`src/rtl/qstate_measure.sv`:
```
// Samples one measurement outcome from a 2**N amplitude vector.
// Optional QSTATE_COLLAPSE_EN adds the post-measurement collapsed state output.
package qstate_pkg;

  typedef struct packed {
    logic [7:0] a;
    logic [7:0] b;
  } complex_num_t;

endpackage

module qstate_measure
  import qstate_pkg::*;
#(
  parameter int N = 2
) (
  input  logic                     clk,
  input  logic                     reset,
  input  logic                     start,
  input  complex_num_t [2**N-1:0]  state,
  input  logic [11:0]              rnd,
  output logic                     busy,
  output logic                     done,
  output logic [N-1:0]             outcome,
  output logic                     norm_err
`ifdef QSTATE_COLLAPSE_EN
  ,
  output complex_num_t [2**N-1:0]  collapsed
`endif
);

  localparam int L  = 2**N;
  localparam int CW = 16 + N;

  typedef enum logic [1:0] {
    S_IDLE,
    S_SCAN,
    S_DONE
  } fsm_t;

  fsm_t fsm;
  fsm_t fsm_nxt;

  complex_num_t [L-1:0] cap_state;
  logic [11:0]          cap_rnd;
  logic [N-1:0]         k;
  logic [CW-1:0]        cum;
  logic [N-1:0]         res_idx;
  logic                 res_err;

  complex_num_t  amp;
  logic [6:0]    mag_a;
  logic [6:0]    mag_b;
  logic [14:0]   sq_a;
  logic [14:0]   sq_b;
  logic [14:0]   p_k;
  logic [CW-1:0] cum_next;
  logic          hit;
  logic          last;
  logic          load;

  // Sign bit is dropped, so 0x80 counts as zero probability.
  always_comb begin
    amp      = cap_state[k];
    mag_a    = amp.a[6:0];
    mag_b    = amp.b[6:0];
    sq_a     = {8'd0, mag_a} * {8'd0, mag_a};
    sq_b     = {8'd0, mag_b} * {8'd0, mag_b};
    p_k      = sq_a + sq_b;
    cum_next = cum + CW'(p_k);
    hit      = cum_next > CW'(cap_rnd);
    last     = (k == N'(L - 1));
  end

  always_ff @(posedge clk or posedge reset) begin
    if (reset) begin
      fsm <= S_IDLE;
    end else begin
      fsm <= fsm_nxt;
    end
  end

  always_comb begin
    fsm_nxt = fsm;
    busy    = 1'b0;
    load    = 1'b0;
    unique case (fsm)
      S_IDLE: begin
        if (start) begin
          load    = 1'b1;
          fsm_nxt = S_SCAN;
        end
      end
      S_SCAN: begin
        busy = 1'b1;
        if (hit || last) begin
          fsm_nxt = S_DONE;
        end
      end
      S_DONE: begin
        fsm_nxt = S_IDLE;
      end
      default: begin
        fsm_nxt = S_IDLE;
      end
    endcase
  end

  always_ff @(posedge clk or posedge reset) begin
    if (reset) begin
      cap_state <= '0;
      cap_rnd   <= '0;
      k         <= '0;
      cum       <= '0;
      res_idx   <= '0;
      res_err   <= 1'b0;
    end else if (load) begin
      cap_state <= state;
      cap_rnd   <= rnd;
      k         <= '0;
      cum       <= '0;
    end else if (fsm == S_SCAN) begin
      if (hit) begin
        res_idx <= k;
        res_err <= 1'b0;
      end else if (last) begin
        res_idx <= k;
        res_err <= 1'b1;
      end else begin
        cum <= cum_next;
        k   <= k + N'(1);
      end
    end
  end

  // Visible results only change together with the done pulse.
  always_ff @(posedge clk or posedge reset) begin
    if (reset) begin
      done     <= 1'b0;
      outcome  <= '0;
      norm_err <= 1'b0;
    end else begin
      done <= (fsm == S_DONE);
      if (fsm == S_DONE) begin
        outcome  <= res_idx;
        norm_err <= res_err;
      end
    end
  end

`ifdef QSTATE_COLLAPSE_EN
  always_ff @(posedge clk or posedge reset) begin
    if (reset) begin
      collapsed <= '0;
    end else if (fsm == S_DONE) begin
      collapsed <= '0;
      if (!res_err) begin
        collapsed[res_idx].a <= 8'h40;
      end
    end
  end
`endif

endmodule

```
`config.mk`:
```
export PLATFORM = sky130hd
export DESIGN_NAME = qstate_measure
export DESIGN_NICKNAME = d
export VERILOG_FILES = /design/src/rtl/qstate_measure.sv
export SDC_FILE = /design/constraint.sdc
export NUM_CORES = 1
export LEC_CHECK = 0
export CAP_MARGIN = 40
export CORE_ASPECT_RATIO = 1.4
export CORE_MARGIN = 2
export CORE_UTILIZATION = 54
export DETAILED_ROUTE_END_ITERATION = 7
export PLACE_DENSITY = 0.77
export REMOVE_ABC_BUFFERS = 1
export SLEW_MARGIN = 20
export SYNTH_ARGS = -nofsm -noshare
export SYNTH_HDL_FRONTEND = slang
export SYNTH_SLANG_ARGS = --single-unit
```
`constraint.sdc`:
```
create_clock -name clk -period 9.9 [get_ports clk]
set_clock_uncertainty 0.15 [all_clocks]
set_input_delay 1.98 -clock clk [delete_from_list [all_inputs] [get_ports clk]]
set_output_delay 1.98 -clock clk [all_outputs]
set_load 0.01 [all_outputs]
```
# Word level (Yosys, flattened, before mapping)
# Cells that the tools add are included.
word_totals:
  regBits: 105
  input_bits: 79
  output_inout_bits: 5
  word_cells: 59
classes:
  addsub: 3
  multipliers: 2
  order_cmp: 2
  n_eq_ne: 7
  mux: 20
  n_bitwise: 1
  n_reduce_logical: 7
op_table:
  columns: ["cell", "count"]
  rows:
  - ["2-to-1 mux 18 bit", 4]
  - ["binary-select mux 16 bit (select 2 bit)", 1]
  - ["multiplier 7 x 7 -> 14 bit", 2]
  - ["adder 18 x 15 -> 18 bit", 1]
  - ["greater-than comparator 18 x 12 -> 1 bit", 1]
  - ["2-to-1 mux 2 bit", 8]
  - ["adder 14 x 14 -> 15 bit", 1]
  - ["2-to-1 mux 15 bit", 1]
  - ["AND reduction 3 bit", 2]
  - ["2-to-1 mux 1 bit", 5]
  - ["== test 2 bit (second input constant)", 2]
  - ["!= test 2 x 1 -> 1 bit (second input constant)", 2]
  - ["!= test 2 bit (second input constant)", 2]
  - ["case mux 2 bit (2 select lines)", 1]
  - ["nonzero test 2 bit", 2]
  - ["less-than comparator 2 x 3 -> 1 bit (second input constant)", 1]
  - ["adder 2 x 1 -> 2 bit (second input constant)", 1]
  - ["== test 2 x 1 -> 1 bit (second input constant)", 1]
  - ["zero test 2 bit", 1]
  - ["AND reduction 2 bit", 1]
  - ["logical OR 1 bit", 1]
  - ["inverter 1 bit", 1]

# Depth between registers and ports, before layout
depth:
  ltp_word: 9
  ltp_mapped: 30
  depth_no_buf: 27

# Least setup slack after synthesis
# Ideal clock, no wire load.
synth_timing:
  kind: "reg2reg"
  start: "register k[0]"
  end: "register res_idx[0]"
  setup_ns: 0.125
  arrival_time_ns: 7.856
  required_ns: 9.625
  path_slack_ns: 1.769
  stages_incl_launch_ff: 28
  n_path_buf: 2
  period_less_slack_ns: 8.131
  cell_sequence: "dfrtp_1 clkbuf_1 buf_2 mux4_2 nand2_1 fa_1 fa_1 inv_1 fa_1 fa_1 fa_1 inv_1 fa_1 inv_1 ha_1 a21oi_1 o21ai_0 nand3_1 nand2_1 xor2_1 ha_1 nand4_1 a211oi_1 a211oi_1 o311ai_0 nor4_4 a41oi_1 mux2_2"
synth_via:
  elab_chain_cells: 8
  elab_cells_between_ends: 12
  classes_between: "2 x add/sub; 2 x mul; 1 x order compare; 1 x eq/ne; 4 x mux; 2 x reduce/logical"
synth_rtl:
  columns: ["item", "line_no", "rtl"]
  rows:
  - ["start, declared", "46", "logic [N-1:0] k;"]
  - ["start signal, assigned", "131", "k <= k + N'(1);"]
  - ["binary-select mux 16 bit (select 2 bit)", "64", "amp = cap_state[k];"]
  - ["2-to-1 mux 15 bit (not written as such)", "64", null]
  - ["multiplier 7 x 7 -> 14 bit (on tied branches)", "67, 68", null]
  - ["adder 14 x 14 -> 15 bit", "69", "p_k = sq_a + sq_b;"]
  - ["adder 18 x 15 -> 18 bit", "70", "cum_next = cum + CW'(p_k);"]
  - ["greater-than comparator 18 x 12 -> 1 bit", "71", "hit = cum_next > CW'(cap_rnd);"]
  - ["nonzero test 2 bit (no line)", null, null]
  - ["AND reduction 3 bit (no line)", null, null]
  - ["end signal, assigned", "124", "res_idx <= k;"]
  - ["end signal, assigned", "127", "res_idx <= k;"]
  - ["end, declared", "48", "logic [N-1:0] res_idx;"]
# Parallel ways exist; a longest one is shown, timed or not. The select of a mux whose other input is x is not followed.
# A chain may end at the register's enable or synchronous reset.

# Final worst setup path
layout_timing:
  start: "register k[1]"
  end: "register cum[9]"
layout_via:
  elab_chain_cells: 9
  elab_cells_between_ends: 15
  classes_between: "2 x add/sub; 2 x mul; 1 x order compare; 3 x eq/ne; 6 x mux; 1 x reduce/logical"
layout_rtl:
  columns: ["item", "line_no", "rtl"]
  rows:
  - ["branches (longest 9 deep; another with adder 18 x 15 -> 18 bit)", null, null]
  - ["end signal, assigned", "130", "cum <= cum_next;"]
  - ["end, declared", "47", "logic [CW-1:0] cum;"]
# Several ways; the timed one is not identified. The select of a mux whose other input is x is not followed.

==> results.yml <==
routing:
  drt-pass1-iter-count: 4
  met1Wirelength_mm: 6.370
  routed_wl_mm: 15.45
  top_layer: "met4"
  drc: 0
  wl_per_cell_um: 14.66
  drt_iter0_markers: 283
  antenna_left: 0
  routed-wl-met3_um: 444
  wl_met2_mm: 8.305
  viasPerCell: 5.157
  vias: 5435
floorplan:
  rows: 51
  io_pins: 84
  die_h_um: 144.2
  floorplan.die_area_sq_mm: 0.01503
  core_area_sq_mm: 0.01385
  fp.dieW_um: 104.2
  start_util: 0.5478
placement:
  place.gp.congestion: 0.8502
  placed_area_sq_mm: 0.008514
  port_buffers: 75
  dp_hpwl_mm: 11.92
global_route:
  grt_pass1_vias: 5768
  grt_pass1_wl_mm: 27.26
  grt_max_degree: 85
  gr-usage-all-layers: 0.2294
  grt_overflow_total: 0
  antenna_found_initial: 0
final_layout:
  layout-drive-gt1-share: 0.07250
  final_common_cell: "nand2_1"
  num_antenna_cells: 0
  area_delta_synth_final_pct: 17.20
  nets: 1074
  layout_common_cells: "223 x nand2_1, 119 x inv_1, 97 x dfrtp_1"
  fillers: 1133
  final_area_sq_mm: 0.008891
critical_path:
  slowest_stage: "dfrtp_1"
  crit_fanout: 19
  crit_arrival_ps: 8940
  criticalPathCategory: "reg2reg"
  path_common_cell: "fa_1"
  start_kind: "register"
  worstPathRequired_ps: 9980
  end_kind: "register"
  critical_path.max_stage_delay_ps: 830
  rr_worst_depth: 27
sta:
  fmax_ghz: 0.1129
  slew_headroom: 0.4942
  rsz0062_at_grt: "no"
  drv_slew: 0
  fin_crit_sh: 0.8947
  hold_viol: 0
  worst_pin_slew_ps: 758.6
  finalSetupViolations: 0
  layout_min_cycle_time_ps: 8858
  setup_tns_ps: 0
synthesis:
  yosys_warnings: 0
  synth-async-reset-ratio: 1.000
  ys_seq_area_frac: 0.3200
  synth_area_sq_mm: 0.007586
  avgSynthCellArea_sq_um: 9.542
  ys.flop_type: "dfrtp_1"
  netlist_instances: 795
  ys_types: 46
  synth_edf_count: 0
  synth_seq_cells: 97
clocking:
  cts_tree: "yes"
  insertion_delay_ps: 350
  root_buffer: "clkbuf_16"
  cts_hold_buf: 0
  cts_resized: 0
  clock_path_buffers: 2
  clk_pin_slew_ps: 70
  numClockSinks: 97
  post-cts-setup-buffers: 0
  htreeDepth: 3
  cts_made_buffers: 9
min_path:
  hold_depth: 2
  hold_path_class: "reg2reg"
status:
  status: "complete, no violations"
job:
  maxCapViolations: 0
cell usage after synthesis (4+ instances only):
master      n  area, sq um
a211oi_1    5        37.54
a21o_1      4        30.03
a21oi_1    19        95.09
and2_1     26        162.7
and3_1      9        56.30
buf_2       4        20.02
clkbuf_1   18        67.56
dfrtp_1    97         2427
fa_1       67         1341
ha_1       64        800.8
inv_1     120        450.4
mux2_2      7        78.83
mux2_4      8        120.1
mux2i_1     7        70.07
mux4_2     14        315.3
nand2_1   224        840.8
nand3_1     4        20.02
nand4_1     6        37.54
nor2_1     16        60.06
nor2b_1     7        43.79
o211ai_1    5        37.54
o21ai_0    17        85.08
xnor2_1     7        61.31
xor2_1      8        70.07
kinds of logic (layout without fill, tap and decap cells):
family / count (synthesis) / after routing / synth area share
AO/OA/AOI/OAI: 69 / 69 / 0.05806
XOR/XNOR: 15 / 15 / 0.01732
adder cells (fa/ha/maj): 131 / 131 / 0.2824
buffers and inverters: 146 / 220 / 0.07389
flip-flops: 97 / 97 / 0.3200
multiplexers: 36 / 36 / 0.07703
AND/OR/NAND/NOR: 301 / 301 / 0.1714
registers in the layout, summed over array words and instances, names as in the netlist:
name and flops:
cap_rnd 12, cap_state 56, cum 18, done 1, fsm 2, k 2, norm_err 1, outcome 2
res_err 1, res_idx 2
worst paths after layout:
kind                                           start                        end  slack [ps]
max                                 k[1]$_DFFE_PP0P_         cum[9]$_DFFE_PP0P_        1040
min                        cap_state[50]$_DFFE_PP0P_  cap_state[50]$_DFFE_PP0P_         320
max reg2reg                         k[1]$_DFFE_PP0P_         cum[9]$_DFFE_PP0P_        1040
min reg2reg                cap_state[50]$_DFFE_PP0P_  cap_state[50]$_DFFE_PP0P_         320
max in group asynchronous                      reset   cap_state[3]$_DFFE_PP0P_        6870
min in group asynchronous                      reset  cap_state[40]$_DFFE_PP0P_        1820
worst max-delay path: cells and delay by family, from the launching register on:
| family | cells | cell delay (ps) |
|---|---|---|
| compound gates | 6 | 1330 |
| fa+ha+maj | 8 | 3880 |
| simple gates | 5 | 710 |
| flops | 1 | 830 |
| buf+inv | 5 | 660 |
| xor+xnor | 1 | 300 |
| mux | 2 | 840 |
stage by stage:
step / hold slack (ps) / setup slack (ps) / cells / utilization
2_1_floorplan: 290.3 / 1657 / 769 / -
3_3_place_gp: 303.7 / 1100 / 1035 / 0.6145
3_5_place_dp: 308.4 / 1121 / 1036 / 0.6149
4_1_cts: 325.6 / 1049 / 1052 / 0.6381
5_1_grt: 342.9 / 535.7 / 1054 / 0.6421
6_report: 320.5 / 1042 / 1054 / 0.6421
cell type report:
cell class	instances	area (sq um)	share of cell area
clock inverters	7	96.34	0.01084
inverters	120	452.9	0.05094
repair buffers	84	855.8	0.09626
flip-flops and latches	97	2427	0.2730
multi-input cells	552	4602	0.5176
clock buffers	9	225.2	0.02533
well taps	185	231.5	0.02603
per-layer routing:
metal | track usage | up-vias
li1 | - | 2659
met1 | 0.2850 | 2656
met2 | 0.4217 | 92
met3 | 0.02388 | 28
met4 | 0.07468 | 0
met5 | 0 | -
Power is left out: the tool's default activity adds up to more than one toggle a clock period on the data nets, which glitch-free logic cannot reach.
